===== config.mk =====
export PLATFORM = sky130hd
export DESIGN_NAME = dm_arbiter_flat
export DESIGN_NICKNAME = d
export VERILOG_FILES = /design/src/rtl/dm_arbiter_if.sv /design/src/rtl/dm_arbiter.sv /design/src/flat_wrapper.sv
export SDC_FILE = /design/constraint.sdc
export NUM_CORES = 1
export LEC_CHECK = 0
export CAP_MARGIN = 5
export CORE_ASPECT_RATIO = 0.9
export CORE_MARGIN = 2
export CORE_UTILIZATION = 40
export DETAILED_ROUTE_END_ITERATION = 10
export DONT_BUFFER_PORTS = 1
export HOLD_SLACK_MARGIN = 0.08
export PLACE_DENSITY_LB_ADDON = 0.12
export SYNTH_ARGS = -nofsm -noshare
export SYNTH_HDL_FRONTEND = slang
export SYNTH_SLANG_ARGS = --single-unit

===== constraint.sdc =====
create_clock -name clk -period 1.85 [get_ports clk]
set_input_delay 0.37 -clock clk [delete_from_list [all_inputs] [get_ports clk]]
set_output_delay 0.37 -clock clk [all_outputs]
set_load 0.01 [all_outputs]

===== src/rtl/dm_arbiter_if.sv =====
// Bus bundle between the two requesters, the arbiter and the shared data RAM.
//
// Handshake: a requester raises reqN and holds weN/addrN/wdataN stable until it
// sees ackN high for one cycle. It updates reqN on the edge where it sees ackN.
// If reqN is still high in the following cycle, that is a new transaction.
// rdataN is valid in the ackN cycle. Dropping reqN before ackN is a protocol
// violation, but the latched transaction still completes and is acked.
interface dm_arbiter_if #(
  parameter int ADDR_W = 6,
  parameter int DATA_W = 32,
  parameter int CNT_W  = 8
);
  logic              req0;
  logic              req1;
  logic              we0;
  logic              we1;
  logic [ADDR_W-1:0] addr0;
  logic [ADDR_W-1:0] addr1;
  logic [DATA_W-1:0] wdata0;
  logic [DATA_W-1:0] wdata1;
  logic              ack0;
  logic              ack1;
  logic [DATA_W-1:0] rdata0;
  logic [DATA_W-1:0] rdata1;
  logic              busy;
  logic              owner;
  logic [CNT_W-1:0]  cnt0;
  logic [CNT_W-1:0]  cnt1;
  logic              Mem_Write;
  logic [ADDR_W-1:0] DM_Addr;
  logic [DATA_W-1:0] M_W_Data;
  logic [DATA_W-1:0] M_R_Data;
  logic [1:0]        state_dbg;

  modport slave (
    input  req0, req1, we0, we1, addr0, addr1, wdata0, wdata1, M_R_Data,
    output ack0, ack1, rdata0, rdata1, busy, owner, cnt0, cnt1,
           Mem_Write, DM_Addr, M_W_Data, state_dbg
  );

  modport master (
    output req0, req1, we0, we1, addr0, addr1, wdata0, wdata1, M_R_Data,
    input  ack0, ack1, rdata0, rdata1, busy, owner, cnt0, cnt1,
           Mem_Write, DM_Addr, M_W_Data, state_dbg
  );
endinterface


===== src/rtl/dm_arbiter.sv =====
// Two-port round-robin arbiter in front of a single-port 64 x 32 data RAM.
// Each transaction takes IDLE -> ACCESS -> RESP, with the ack pulse in RESP.
module dm_arbiter #(
  parameter int ADDR_W = 6,
  parameter int DATA_W = 32,
  parameter int CNT_W  = 8
) (
  input  logic         clk,
  input  logic         rst,
  dm_arbiter_if.slave  bus
);

  typedef enum logic [1:0] {
    S_IDLE   = 2'd0,
    S_ACCESS = 2'd1,
    S_RESP   = 2'd2
  } state_t;

  state_t            state_q, state_d;
  logic              we_q, we_d;
  logic [ADDR_W-1:0] addr_q, addr_d;
  logic [DATA_W-1:0] wdata_q, wdata_d;
  logic [DATA_W-1:0] rdata0_q, rdata0_d;
  logic [DATA_W-1:0] rdata1_q, rdata1_d;
  logic              owner_q, owner_d;
  logic [CNT_W-1:0]  cnt0_q, cnt0_d;
  logic [CNT_W-1:0]  cnt1_q, cnt1_d;
  logic              winner;

  // Next-state logic: grant in IDLE, capture read data in ACCESS, count in RESP.
  always_comb begin
    state_d  = state_q;
    we_d     = we_q;
    addr_d   = addr_q;
    wdata_d  = wdata_q;
    rdata0_d = rdata0_q;
    rdata1_d = rdata1_q;
    owner_d  = owner_q;
    cnt0_d   = cnt0_q;
    cnt1_d   = cnt1_q;
    // On a tie the port that did not win last time goes next.
    winner   = (bus.req0 & bus.req1) ? ~owner_q : bus.req1;
    case (state_q)
      S_IDLE: begin
        if (bus.req0 | bus.req1) begin
          owner_d = winner;
          we_d    = winner ? bus.we1    : bus.we0;
          addr_d  = winner ? bus.addr1  : bus.addr0;
          wdata_d = winner ? bus.wdata1 : bus.wdata0;
          state_d = S_ACCESS;
        end
      end
      S_ACCESS: begin
        // Writes capture the old word too; requesters ignore it.
        if (owner_q) rdata1_d = bus.M_R_Data;
        else         rdata0_d = bus.M_R_Data;
        state_d = S_RESP;
      end
      S_RESP: begin
        if (owner_q) cnt1_d = cnt1_q + CNT_W'(1);
        else         cnt0_d = cnt0_q + CNT_W'(1);
        state_d = S_IDLE;
      end
      default: state_d = S_IDLE;
    endcase
  end

  // State and datapath registers with synchronous reset.
  always_ff @(posedge clk) begin
    if (rst) begin
      state_q  <= S_IDLE;
      we_q     <= 1'b0;
      addr_q   <= '0;
      wdata_q  <= '0;
      rdata0_q <= '0;
      rdata1_q <= '0;
      owner_q  <= 1'b1;
      cnt0_q   <= '0;
      cnt1_q   <= '0;
    end else begin
      state_q  <= state_d;
      we_q     <= we_d;
      addr_q   <= addr_d;
      wdata_q  <= wdata_d;
      rdata0_q <= rdata0_d;
      rdata1_q <= rdata1_d;
      owner_q  <= owner_d;
      cnt0_q   <= cnt0_d;
      cnt1_q   <= cnt1_d;
    end
  end

  // Reset gates the write strobe directly so a reset during ACCESS never writes.
  assign bus.Mem_Write = (state_q == S_ACCESS) & we_q & ~rst;
  assign bus.DM_Addr   = addr_q;
  assign bus.M_W_Data  = wdata_q;
  assign bus.busy      = (state_q != S_IDLE);
  assign bus.ack0      = (state_q == S_RESP) & ~owner_q;
  assign bus.ack1      = (state_q == S_RESP) &  owner_q;
  assign bus.rdata0    = rdata0_q;
  assign bus.rdata1    = rdata1_q;
  assign bus.owner     = owner_q;
  assign bus.cnt0      = cnt0_q;
  assign bus.cnt1      = cnt1_q;
  assign bus.state_dbg = state_q;

endmodule

===== src/flat_wrapper.sv =====
// flat-port wrapper written by rule: the top's interface ports become plain ports
module dm_arbiter_flat 
#(
  parameter int ADDR_W = 6,
  parameter int DATA_W = 32,
  parameter int CNT_W  = 8
)
  (clk, rst, bus_req0, bus_req1, bus_we0, bus_we1, bus_addr0, bus_addr1, bus_wdata0, bus_wdata1, bus_M_R_Data, bus_ack0, bus_ack1, bus_rdata0, bus_rdata1, bus_busy, bus_owner, bus_cnt0, bus_cnt1, bus_Mem_Write, bus_DM_Addr, bus_M_W_Data, bus_state_dbg);
  dm_arbiter_if #(.ADDR_W(ADDR_W), .DATA_W(DATA_W), .CNT_W(CNT_W)) bus_i ();
  input  logic clk;
  input  logic rst;
  input wire logic [$bits(bus_i.req0)-1:0] bus_req0;
  input wire logic [$bits(bus_i.req1)-1:0] bus_req1;
  input wire logic [$bits(bus_i.we0)-1:0] bus_we0;
  input wire logic [$bits(bus_i.we1)-1:0] bus_we1;
  input wire logic [$bits(bus_i.addr0)-1:0] bus_addr0;
  input wire logic [$bits(bus_i.addr1)-1:0] bus_addr1;
  input wire logic [$bits(bus_i.wdata0)-1:0] bus_wdata0;
  input wire logic [$bits(bus_i.wdata1)-1:0] bus_wdata1;
  input wire logic [$bits(bus_i.M_R_Data)-1:0] bus_M_R_Data;
  output wire logic [$bits(bus_i.ack0)-1:0] bus_ack0;
  output wire logic [$bits(bus_i.ack1)-1:0] bus_ack1;
  output wire logic [$bits(bus_i.rdata0)-1:0] bus_rdata0;
  output wire logic [$bits(bus_i.rdata1)-1:0] bus_rdata1;
  output wire logic [$bits(bus_i.busy)-1:0] bus_busy;
  output wire logic [$bits(bus_i.owner)-1:0] bus_owner;
  output wire logic [$bits(bus_i.cnt0)-1:0] bus_cnt0;
  output wire logic [$bits(bus_i.cnt1)-1:0] bus_cnt1;
  output wire logic [$bits(bus_i.Mem_Write)-1:0] bus_Mem_Write;
  output wire logic [$bits(bus_i.DM_Addr)-1:0] bus_DM_Addr;
  output wire logic [$bits(bus_i.M_W_Data)-1:0] bus_M_W_Data;
  output wire logic [$bits(bus_i.state_dbg)-1:0] bus_state_dbg;
  assign bus_i.req0 = bus_req0;
  assign bus_i.req1 = bus_req1;
  assign bus_i.we0 = bus_we0;
  assign bus_i.we1 = bus_we1;
  assign bus_i.addr0 = bus_addr0;
  assign bus_i.addr1 = bus_addr1;
  assign bus_i.wdata0 = bus_wdata0;
  assign bus_i.wdata1 = bus_wdata1;
  assign bus_i.M_R_Data = bus_M_R_Data;
  assign bus_ack0 = bus_i.ack0;
  assign bus_ack1 = bus_i.ack1;
  assign bus_rdata0 = bus_i.rdata0;
  assign bus_rdata1 = bus_i.rdata1;
  assign bus_busy = bus_i.busy;
  assign bus_owner = bus_i.owner;
  assign bus_cnt0 = bus_i.cnt0;
  assign bus_cnt1 = bus_i.cnt1;
  assign bus_Mem_Write = bus_i.Mem_Write;
  assign bus_DM_Addr = bus_i.DM_Addr;
  assign bus_M_W_Data = bus_i.M_W_Data;
  assign bus_state_dbg = bus_i.state_dbg;
  dm_arbiter #(.ADDR_W(ADDR_W), .DATA_W(DATA_W), .CNT_W(CNT_W)) u_core (.clk(clk), .rst(rst), .bus(bus_i));
endmodule

# Word-level counts from Yosys, hierarchy flattened
# Cells that the tools add are included.
# Widths: inputs -> output; s select.
# classes
add_sub_neg	2
n_eq_ne	3
mux	6
bitwise	8
n_reduce_logical	7
# op_table
cell	count
$mux 32	1
$add 8x1->8 const B	2
$reduce_and 2->1	5
$mux 6	1
$and 1x1->1	5
$pmux 2 s2	1
$eq 2x1->1 const B	1
$eq 2x2->1 const B	1
$logic_not 2->1	1
$mux 1	2
$mux 2	1
$ne 2x1->1 const B	1
$not 1->1	2
$reduce_bool 2->1	1
$or 1x1->1	1
# word_totals
ff_bits	122
inputBits	114
out_inout_bits	125
wordCells	35

# Logic depth before layout (Yosys ltp)
# Gate-level depths: netlist of run 1.
# logic_depth
ltp_word	3
depth_mapped	6
mapped_depth_nobuf	4

# Least setup slack after synthesis of run 1
# OpenSTA, ideal clock, no wires.
# synth_timing
path_kind	register to register
from	register u_core.state_q[1], in the netlist u_core.bus.state_dbg[1]
to	register u_core.cnt0_q[5], in the netlist u_core.bus.cnt0[5]
setup_time_ns	0.070
arrival_ns	1.621
setup_slack_ns	0.159
path_stages_with_launch	6
n_path_buf	2
period_less_slack_ns	1.691
path_cell_list	dfxtp_1 buf_4 or3b_1 buf_6 or4_1 a21oi_1
# synth_via
elab_chain_cells	2
# synth_rtl
element	line_no	text
start: declaration	dm_arbiter.sv:19	state_t state_q, state_d;
start signal: assignment	dm_arbiter.sv:81	state_q <= state_d;
$eq 2x2->1	dm_arbiter.sv:43	case (state_q)
$reduce_and 2->1 (no source line)	--	
end signal: assignment	dm_arbiter.sv:88	cnt0_q <= cnt0_d;
end: declaration	dm_arbiter.sv:26	logic [CNT_W-1:0] cnt0_q, cnt0_d;
# No other way between the ends.
# A chain may end at the register's enable or synchronous reset.

# Worst setup path in the final report of run 1
# layout_timing
from	register u_core.state_q[0], in the netlist u_core.bus.state_dbg[0]
to	register u_core.cnt1_q[6], in the netlist u_core.bus.cnt1[6]
# layout_via
elab_chain_cells	2
# layout_rtl
element	line_no	text
$eq 2x2->1	dm_arbiter.sv:43	
$reduce_and 2->1 (no source line)	--	
end signal: assignment	dm_arbiter.sv:89	cnt1_q <= cnt1_d;
end: declaration	dm_arbiter.sv:27	logic [CNT_W-1:0] cnt1_q, cnt1_d;
# No other way between the ends.

==> metrics.md, run 1 <==
| Metric | Value |
|---|---|
| Ys Warns | 0 |
| Routed WL | 13500 um |
| Max Clock Skew | between 0.007 and 0.008 ns |
| Largest net degree at the start of global routing | approximately 130 |
| Worst-case reg-to-reg path depth | 5 |
| Die ar. | 0.0129 mm^2 |
| Met3 wire len | 1360 um |
| Critical path fanouts, max | 8 |
| Dpl cells | 720 |
| Uppermost layer routed | met4 |
| GP Congestion | 0.766 |
| Commonest non-fill, non-tap cells in the layout | nand2_1 (210), dfxtp_1 (117), a21oi_1 (110) |
| Slew headroom | 0.721 |
| Hold buffers post-CTS | 9 |
| CP startpoint kind | flip-flop |
| DRC viols | 0 |
| Crit-path cells | nand4b_1 > buf_4 > o21ai_0 > a21oi_2 > dlygate4sd3_1 |
| Worst Hold End | u_core.bus.M_W_Data[6] |
| Finish-stage setup viols | 0 |
| Max-slew violations | 0 |
| Critical Path End Type | flip-flop |
| Syn_area_per_cell | ~8 um^2 |
| Worst Max-Slew Pin Slew | 0.418 ns |
| Fmax | 556 MHz |
| Mapped Cells | 601 |
| TritonCTS Buffers | 17 |
| Area after DPL | 0.00497 mm^2 |
| RSZ-0062 raised after global routing | yes |
| Die width | 119 um |
| Initial Util | 0.414 |
| Max_cap viols | 0 |
| Cell row count | 37 |
| Diode count | 0 |
| Core ar. | 0.0116 mm^2 |
| Crit path from | u_core.bus.state_dbg[0] |
| RR Startpoint | u_core.bus.state_dbg[0] |
| Area delta synth->final | 18.6% |
| Critical path arrival | 2.10 ns |
| DR WL/cell | about 18 um |
| Clk slew on worst S/H paths | 0.06 ns |
| #FFs+latches synth | 122 |
| IO buf count | 0 |
| Layout cells sized above 1 | 0.112 |
| Status | finished, final reports clean |
| Setup CP Type | flip-flop to flip-flop |
| Top post-synthesis cells by area | dfxtp_1 (51%), nand2_1 (16%), a21oi_1 (12%), a311oi_1 (7.1%), clkbuf_1 (3.5%) |
| Worst skew pair latency | 0.41 ns |
| PwrDens | ~1200 mW/mm^2 |
| DRT Pass-1 Iters | 5 |
| CP required | 2.15 ns |
| FF-to-FF End | u_core.bus.cnt1[6] |
| Post-synth top area share | 0.509 |
| DR vias/cell | between 5 and 6 |
| Worst path max stage delay | 0.55 ns |
| HP Class | primary input to flip-flop |
| Yosys cell types | 37 |
| Tcrit/Tclk final | 0.972 |
| Sequential share of the synthesized area | 0.509 |
| Leakage power total | 2.10 nW |
| Design area | 0.00569 mm^2 |
| Wl on met1 | 5440 um |
| Slowest CP cell | dlygate4sd3_1 |
| Final nets | a little over 700 |
| Most common cell after layout, fill and taps aside | nand2_1 |
| Clock sink count | 122 |
| Final Hold Vio Count | 0 |
| Max IR drop VDD | 0.000594 V |
| Placed wire-length estimate | 8940 um |
| Metal2 WL | 6530 um |
| CP Buf/Inv Count | 2 |
| Final instance count without filler cells | approximately 760 |
| CTS tree | yes |
| First-pass GRT wire length | about 21000 um |
| Initial antenna violation count | 0 |
| Grt ovf | 0 |
| Syn_nets | 717 |
| DR vias | 4197 |
| Synth Cell Area | 0.00479 mm^2 |
| Fin Hold WS | 0.0408 ns |
| Min Tclk post-route | around 1.8 ns |
| Iteration-0 DRC Markers | 327 |
| Area leader, netlist | dfxtp_1 |
| I/O pins | 239 |
| Gr usage total | 0.207 |
| CTS root buf | clkbuf_16 |
| CTS H-tree depth | 4 |
| FF-to-FF setup slack | 0.05 ns |
| WHS Path Cells | 1 |
| Worst hold start | rst |
| Final ANT Viol Nets | 0 |
| Max Root-Sink Buffers | 2 |
| Die height | about 110 um |
| Vias in the first global route | 4101 |
| CP top delay family | buffers and inverters |
layer usage:
metal,track usage,vias to the layer above
met1,0.230,1959
met2,0.352,174
met4,0.0748,0
li1,-,2052
met5,0,-
met3,0.0922,12
what timing repair did:
action | 4_1_cts | 5_1_grt
gates resized for setup | 4 | 7
pin swaps | 0 | 0
setup buffers | 0 | 5
setup endpoints to repair | 3 | 7
endpoints found under the hold margin | 120 | 111
report_power, final:
group	switching [W]	internal, W	total [W]
sequential	0.000207	0.00280	0.00301
combinational	0.000336	0.000236	0.000572
clock	0.00118	0.00199	0.00317
total	0.00172	0.00503	0.00675
stage by stage:
step,utilization,power (W),TNS [ns],worst slack [ns]
finish,0.491,0.00675,0,0.0515
global route,0.491,0.00704,-0.0265,-0.0265
CTS,0.487,0.00679,0,0.00260
detailed placement,0.430,0.00362,0,0.242
global placement,0.430,0.00361,0,0.274
floorplan,-,0.00348,0,0.159
cell usage after synthesis (all sizes together):
master and count:
nand4b 1, or3b 2, a21bo 1, a221o 1
mux2i 2, or2 1, and4bb 1, a21oi 111
dfxtp 122, or3 4, and2 2, or4 4
mux2 2, a21boi 1, nand4 3, buf 9
nand2 210, inv 3, and3 1, a311oi 39
nor3b 2, nand3b 2, clkbuf 45, o21ai 4
ha 2, and3b 1, o31ai 4, xnor2 1
nor2 9, xor2 3, nor2b 4, nand3 4
final cells by class:
class	instances	area, um^2
flip-flops and latches	122	2450
fillers	1148	5890
well taps	156	195
clock inverters	13	128
multi-input cells	422	2140
repair buffers	30	319
clock buffers	18	439
inverters	3	11.3
logic make-up (layout without fill, tap and decap cells):
kind of cell | count (synthesis) | count (layout) | synth area share
mux | 4 | 4 | 0.00887
xor+xnor | 4 | 4 | 0.00731
fa+ha+maj | 2 | 2 | 0.00522
simple gates | 251 | 251 | 0.218
compound gates | 161 | 161 | 0.203
flops | 122 | 122 | 0.509
buf+inv | 57 | 64 | 0.0483
worst reg2reg max path: stages (launching register included):
cell,delay (ns)
dfxtp_4,0.38
nand4b_1,0.25
buf_4,0.18
o21ai_0,0.23
a21oi_2,0.08
dlygate4sd3_1,0.55
worst max-delay path by stage:
stage,depth (start not counted),endpoint
finish,5,u_core.bus.cnt1[6]
global route,6,u_core.bus.cnt1[6]
global placement,4,u_core.bus.rdata0[17]
detailed placement,4,u_core.bus.rdata0[14]
floorplan,5,u_core.bus.cnt0[5]
CTS,4,bus_busy
flip-flops by register name (all words and copies together) (netlist names):
name / flops
u_core.bus.M_W_Data: 32
u_core.bus.rdata0: 32
u_core.bus.rdata1: 32
u_core.bus.cnt0: 8
u_core.bus.cnt1: 8
u_core.bus.DM_Addr: 6
u_core.bus.state_dbg: 2
u_core.bus.owner: 1
u_core.we_q: 1
(Power assumes the default switching activity.)
==> run 2, diff against run 1 <==
--- a/config.mk
+++ b/config.mk
@@ -13,6 +13,7 @@
 export DONT_BUFFER_PORTS = 1
 export HOLD_SLACK_MARGIN = 0.08
 export PLACE_DENSITY_LB_ADDON = 0.12
+export SKIP_LAST_GASP = 1
 export SYNTH_ARGS = -nofsm -noshare
 export SYNTH_HDL_FRONTEND = slang
 export SYNTH_SLANG_ARGS = --single-unit
==> metrics.md, run 2 (same netlist as run 1, synthesis figures left out) <==
| Metric | Value |
|---|---|
| FF-to-FF setup slack | 0.05 ns (about the same) |
| Final nets | 712 (unchanged) |
| Final instance count without filler cells | 764 (unchanged) |
| Max IR drop VDD | 0.000594 V (unchanged) |
| TritonCTS Buffers | 17 (unchanged) |
| Dpl cells | 720 (unchanged) |
| Clock sink count | 122 (unchanged) |
| Core ar. | 0.0116 mm^2 (unchanged) |
| Clk slew on worst S/H paths | 0.06 ns (about the same) |
| Worst skew pair latency | 0.41 ns (about the same) |
| Max_cap viols | 0 (unchanged) |
| DRT Pass-1 Iters | 5 (unchanged) |
| WHS Path Cells | 1 (unchanged) |
| Initial antenna violation count | 0 (unchanged) |
| Status | finished, final reports clean |
| CP required | 2.15 ns (about the same) |
| Die height | 108 um (unchanged) |
| Grt ovf | 0 (unchanged) |
| DR vias/cell | 5.49 (unchanged) |
| Commonest non-fill, non-tap cells in the layout | nand2_1 (210), dfxtp_1 (118), a21oi_1 (110) |
| Pint | 0.00503 W (about the same) |
| Critical path arrival | 2.10 ns (about the same) |
| Max Root-Sink Buffers | 2 (unchanged) |
| RSZ-0062 raised after global routing | yes |
| Largest net degree at the start of global routing | 125 (unchanged) |
| Max-slew violations | 0 (unchanged) |
| Layout cells sized above 1 | 0.110 (-0.00164) |
| Placed wire-length estimate | 8940 um (unchanged) |
| I/O pins | 239 (unchanged) |
| Min Tclk post-route | 1.80 ns (unchanged) |
| RR Startpoint | u_core.bus.state_dbg[0] |
| Util after Layout | 0.491 (about the same) |
| Area after DPL | 0.00497 mm^2 (unchanged) |
| Fin Hold WS | 0.0408 ns (unchanged) |
| DR vias | 4197 (unchanged) |
| Diode count | 0 (unchanged) |
| Fmax | 556 MHz (unchanged) |
| DRC viols | 0 (unchanged) |
| Die width | 119 um (unchanged) |
| Clk network pwr share | 0.470 (about the same) |
| Gr usage total | 0.207 (unchanged) |
| CTS root buf | clkbuf_16 |
| GP Congestion | 0.766 (unchanged) |
| Area delta synth->final | 18.6% (about the same) |
| Leakage power total | 2.10 nW (about the same) |
| Sw Ratio | 0.255 (about the same) |
| Worst-case reg-to-reg path depth | 5 (unchanged) |
| DR WL/cell | 17.6 um (unchanged) |
| CP startpoint kind | flip-flop |
| Critical path fanouts, max | 8 (unchanged) |
| CTS H-tree depth | 4 (unchanged) |
| Setup CP Type | flip-flop to flip-flop |
| Tcrit/Tclk final | 0.972 (unchanged) |
| CTS tree | yes |
| HP Class | primary input to flip-flop |
| Slew headroom | 0.721 (unchanged) |
| Sw power | 0.00172 W (unchanged) |
| PwrDens | 1190 mW/mm^2 (about the same) |
| Final ANT Viol Nets | 0 (unchanged) |
| Cell row count | 37 (unchanged) |
| First-pass GRT wire length | 20900 um (unchanged) |
| Vias in the first global route | 4101 (unchanged) |
| Finish-stage setup viols | 0 (unchanged) |
| Worst Hold End | u_core.bus.M_W_Data[6] |
| Sequential share of power | 0.446 (about the same) |
| Critical Path End Type | flip-flop |
| Worst Max-Slew Pin Slew | 0.418 ns (unchanged) |
| Worst hold start | rst |
| Final Hold Vio Count | 0 (unchanged) |
| Initial Util | 0.414 (unchanged) |
| Comb pwr share | 0.085 (about the same) |
| Fill cell count | 1147 (-0.087%) |
| Most common cell after layout, fill and taps aside | nand2_1 |
| Design area | 0.00569 mm^2 (about the same) |
| FF-to-FF End | u_core.bus.cnt1[6] |
| Die ar. | 0.0129 mm^2 (unchanged) |
| IO buf count | 0 (unchanged) |
| Max Clock Skew | 0.00777 ns (unchanged) |
| Iteration-0 DRC Markers | 327 (unchanged) |
| Routed WL | 13500 um (unchanged) |
| Hold buffers post-CTS | 9 (unchanged) |
==> run 2: cell counts in the layout (fill, tap and decap cells not counted) <==
No cell type changed its count.
==> run 2: area by class of cell <==
cell class | instances | area (um^2) | share of cell area
sequential | 122 | 2450 | 0.431
multi-input combinational | 422 | 2140 | 0.377
clock buffer | 18 | 439 | 0.0772
timing repair buffer | 30 | 319 | 0.0561
tap | 156 | 195 | 0.0343
clock inverter | 13 | 128 | 0.0224
inverter | 3 | 11.3 | 0.00198
==> run 2: repair_timing <==
| item | 4_1_cts | 5_1_grt |
|---|---|---|
| buffers inserted | 0 | 5 |
| setup endpoints to repair | 3 | 7 |
| gates resized for setup | 4 | 6 |
| hold endpoints to repair | 120 | 111 |
==> run 2: worst max-delay path, stage by stage (launching register included) <==
cell	delay, ns
dfxtp_4	0.38
nand4b_1	0.25
buf_4	0.18
o21ai_0	0.23
a21oi_2	0.08
dlygate4sd3_1	0.55
==> run 2: power by group through the flow <==
stage	Combinational [W]	Sequential, W	Clock (W)
after floorplan	0.000458	0.00302	0
after CTS	0.000565	0.00301	0.00321
after global routing	0.000646	0.00303	0.00336
after global placement	0.000541	0.00307	0
after detailed placement	0.000558	0.00307	0
final	0.000572	0.00301	0.00317
==> run 2: worst max-delay path by stage <==
stage | endpoint | cells after the start | from | slack, ns
after global routing | u_core.bus.cnt1[6] | 6 | u_core.bus.cnt1[1] | -0.04
after detailed placement | u_core.bus.rdata0[14] | 4 | u_core.bus.state_dbg[0] | 0.24
after floorplan | u_core.bus.cnt0[5] | 5 | u_core.bus.state_dbg[1] | 0.16
after global placement | u_core.bus.rdata0[17] | 4 | u_core.bus.state_dbg[0] | 0.27
after CTS | bus_busy | 4 | u_core.bus.state_dbg[1] | 0.003
final | u_core.bus.cnt1[6] | 5 | u_core.bus.state_dbg[0] | 0.05
==> run 2: metrics by stage <==
| stage | setup TNS [ns] | power, W | worst slack [ns] |
|---|---|---|---|
| floorplan | 0 | 0.00348 | 0.159 |
| global placement | 0 | 0.00361 | 0.274 |
| detailed placement | 0 | 0.00362 | 0.242 |
| CTS | 0 | 0.00679 | 0.00260 |
| global route | -0.0446 | 0.00704 | -0.0376 |
| finish | 0 | 0.00675 | 0.0515 |
==> run 2: metal layers <==
layer | part of all wire | track usage
met5 | 0 | 0
met4 | 0.010 | 0.0748
met3 | 0.10 | 0.0922
met2 | 0.49 | 0.352
met1 | 0.40 | 0.230
==> run 3, diff against run 2 <==
--- a/config.mk
+++ b/config.mk
@@ -12,6 +12,7 @@
 export DETAILED_ROUTE_END_ITERATION = 10
 export DONT_BUFFER_PORTS = 1
 export HOLD_SLACK_MARGIN = 0.08
+export MAX_ROUTING_LAYER = met4
 export PLACE_DENSITY_LB_ADDON = 0.12
 export SKIP_LAST_GASP = 1
 export SYNTH_ARGS = -nofsm -noshare
==> constraint.sdc (replaced) <==
create_clock -name clk -period 2.1 [get_ports clk]
set_input_delay 0.42 -clock clk [delete_from_list [all_inputs] [get_ports clk]]
set_output_delay 0.42 -clock clk [all_outputs]
set_load 0.01 [all_outputs]
==> metrics.md, run 3 (same netlist as run 1, synthesis figures left out) <==
| Metric | Value |
|---|---|
| Status | finished, final reports clean |
| I/O pins | 239 (unchanged) |
| HP Class | primary input to flip-flop |
| Area delta synth->final | 21.5% |
| Die ar. | 0.0129 mm^2 (unchanged) |
| Footprint of the multi-input gates | 0.00214 mm^2 (-0.29%) |
| Gr usage total | 0.222 (+0.0149) |
| Fill cell count | 1130 (-1.5%) |
| Layout cells sized above 1 | 0.0856 (-0.0246) |
| Routed WL | 14000 um (+4.0%) |
| Initial antenna violation count | 0 (unchanged) |
| Max_cap viols | 0 (unchanged) |
| CTS H-tree depth | 4 (unchanged) |
| RSZ-0062 raised after global routing | yes |
| Grt ovf | 0 (unchanged) |
| Critical path arrival | 2.30 ns (+0.20 ns) |
| IO buf count | 0 (unchanged) |
| Postcts setup bufs | 0 (unchanged) |
| Min Tclk post-route | 2.01 ns (+0.210 ns) |
| Comb pwr share | 0.091 (+0.006) |
| Sw Ratio | 0.240 (-0.0151) |
| Max-slew violations | 0 (unchanged) |
| Vias in the first global route | 4084 (-0.41%) |
| Critical Path End Type | flip-flop |
| Max Clock Skew | 0.0118 ns (+0.00402 ns) |
| Diode count | 0 (unchanged) |
| Commonest non-fill, non-tap cells in the layout | nand2_1 (210), dfxtp_1 (120), a21oi_1 (111) |
| Max IR drop VDD | 0.000525 V (-12%) |
| Sw power | 0.00151 W (-12%) |
| Placed wire-length estimate | 8950 um (+0.14%) |
| Fmax | 498 MHz (-10%) |
| Clk network pwr share | 0.487 (+0.017) |
| DR vias | 4260 (+1.5%) |
| Largest net degree at the start of global routing | 87 (-30%) |
| CTS root buf | clkbuf_16 |
| Util after Layout | 0.503 (+0.0121) |
| Final TNS setup | 0 ns (unchanged) |
| Tcrit/Tclk final | 0.957 (-0.0156) |
| DR WL/cell | 18.1 um (+2.5%) |
| Worst skew pair latency | 0.41 ns (about the same) |
| DRC viols | 0 (unchanged) |
| First-pass GRT wire length | 21600 um (+3.2%) |
| Clk slew on worst S/H paths | 0.06 ns (about the same) |
| Final ANT Viol Nets | 0 (unchanged) |
| Cell row count | 37 (unchanged) |
| Worst Max-Slew Pin Slew | 0.694 ns (+0.276 ns) |
| Clock sink count | 122 (unchanged) |
| Leakage power total | 2.17 nW (+3.2%) |
| Core ar. | 0.0116 mm^2 (unchanged) |
| PwrDens | 1080 mW/mm^2 (-8.9%) |
| Iteration-0 DRC Markers | 343 (+4.9%) |
| Initial Util | 0.414 (unchanged) |
| Max Root-Sink Buffers | 2 (unchanged) |
| Die height | 108 um (unchanged) |
| Critical path fanouts, max | 30 (+22) |
| Sequential share of power | 0.422 (-0.024) |
| Final nets | 722 (+1.4%) |
| Setup CP Type | flip-flop to flip-flop |
| Pint | 0.00479 W (-4.8%) |
| TritonCTS Buffers | 17 (unchanged) |
| Slew headroom | 0.537 (-0.184) |
| CP startpoint kind | flip-flop |
| Most common cell after layout, fill and taps aside | nand2_1 |
| GP Congestion | 0.760 (-0.77%) |
| Final Hold Vio Count | 0 (unchanged) |
| Register area | 0.00244 mm^2 (-0.20%) |
| CP required | 2.39 ns (+0.24 ns) |
| CTS tree | yes |
| DR vias/cell | 5.50 (about the same) |
| DRT Pass-1 Iters | 5 (unchanged) |
| Finish-stage setup viols | 0 (unchanged) |
| Die width | 119 um (unchanged) |
-- run 3: cell types whose count changed in the layout (fill, tap and decap cells not counted), sizes merged --
cell	previous run	this run
dlymetal6s2s	1	0
clkinvlp	2	1
clkinv	8	2
dlygate4sd3	9	25
inv	4	3
clkbuf	18	25
buf	20	15
bufinv	2	4
-- run 3: cell type report --
type	instances	share of cell area
Clock inverter	7	0.0236
Tap cell	156	0.0335
Clock buffer	25	0.0833
Inverter	3	0.00193
Multi-Input combinational cell	422	0.367
Sequential cell	122	0.420
Timing Repair Buffer	40	0.0711
-- run 3: routing by layer --
metal / global-route usage / part of all wire
met3: 0.0959 / 0.089
met1: 0.248 / 0.40
met2: 0.362 / 0.50
met4: 0.0689 / 0.013
met5: - / 0
-- run 3: path summary, 6_finish.rpt --
check / from / cells after the start / slack (ns) / end
max: u_core.bus.state_dbg[1] / 6 / 0.09 / u_core.bus.M_W_Data[2]
max reg2reg: u_core.bus.state_dbg[1] / 6 / 0.09 / u_core.bus.M_W_Data[2]
min: rst / 1 / 0.13 / u_core.bus.owner
min reg2reg: u_core.bus.rdata1[22] / 2 / 0.50 / u_core.bus.rdata1[22]
-- run 3: stage by stage --
step | instances | power [W] | hold WS [ns] | area, um^2 | setup WS (ns)
after detailed placement | 717 | 0.00317 | 0.490 | 4900 | 0.376
after CTS | 775 | 0.00635 | 0.103 | 5800 | 0.0186
after floorplan | 601 | 0.00306 | 0.481 | 4790 | 0.409
after global placement | 717 | 0.00316 | 0.486 | 4900 | 0.414
after global routing | 775 | 0.00657 | 0.119 | 5830 | -0.0420
final | 775 | 0.00630 | 0.128 | 5830 | 0.0913
-- run 3: power by group through the flow --
stage	clock (W)	combinational [W]	sequential (W)
after CTS	0.00313	0.000558	0.00266
after detailed placement	0	0.000465	0.00271
after global placement	0	0.000452	0.00271
after global routing	0.00325	0.000646	0.00268
after floorplan	0	0.000403	0.00266
final	0.00307	0.000572	0.00266
-- run 3: critical path, stage by stage (launching register included) --
cell and delay (ns):
dfxtp_1 0.37, buf_4 0.19, nor2_4 0.17, and2_1 0.22, buf_8 0.23, a311oi_1 0.12
dlygate4sd3_1 0.59
-- run 3: repair_timing --
action	4_1_cts	5_1_grt
endpoints found under the setup margin	0	18
hold buffers	26	0
resized for setup	0	8
hold endpoints to repair	104	0
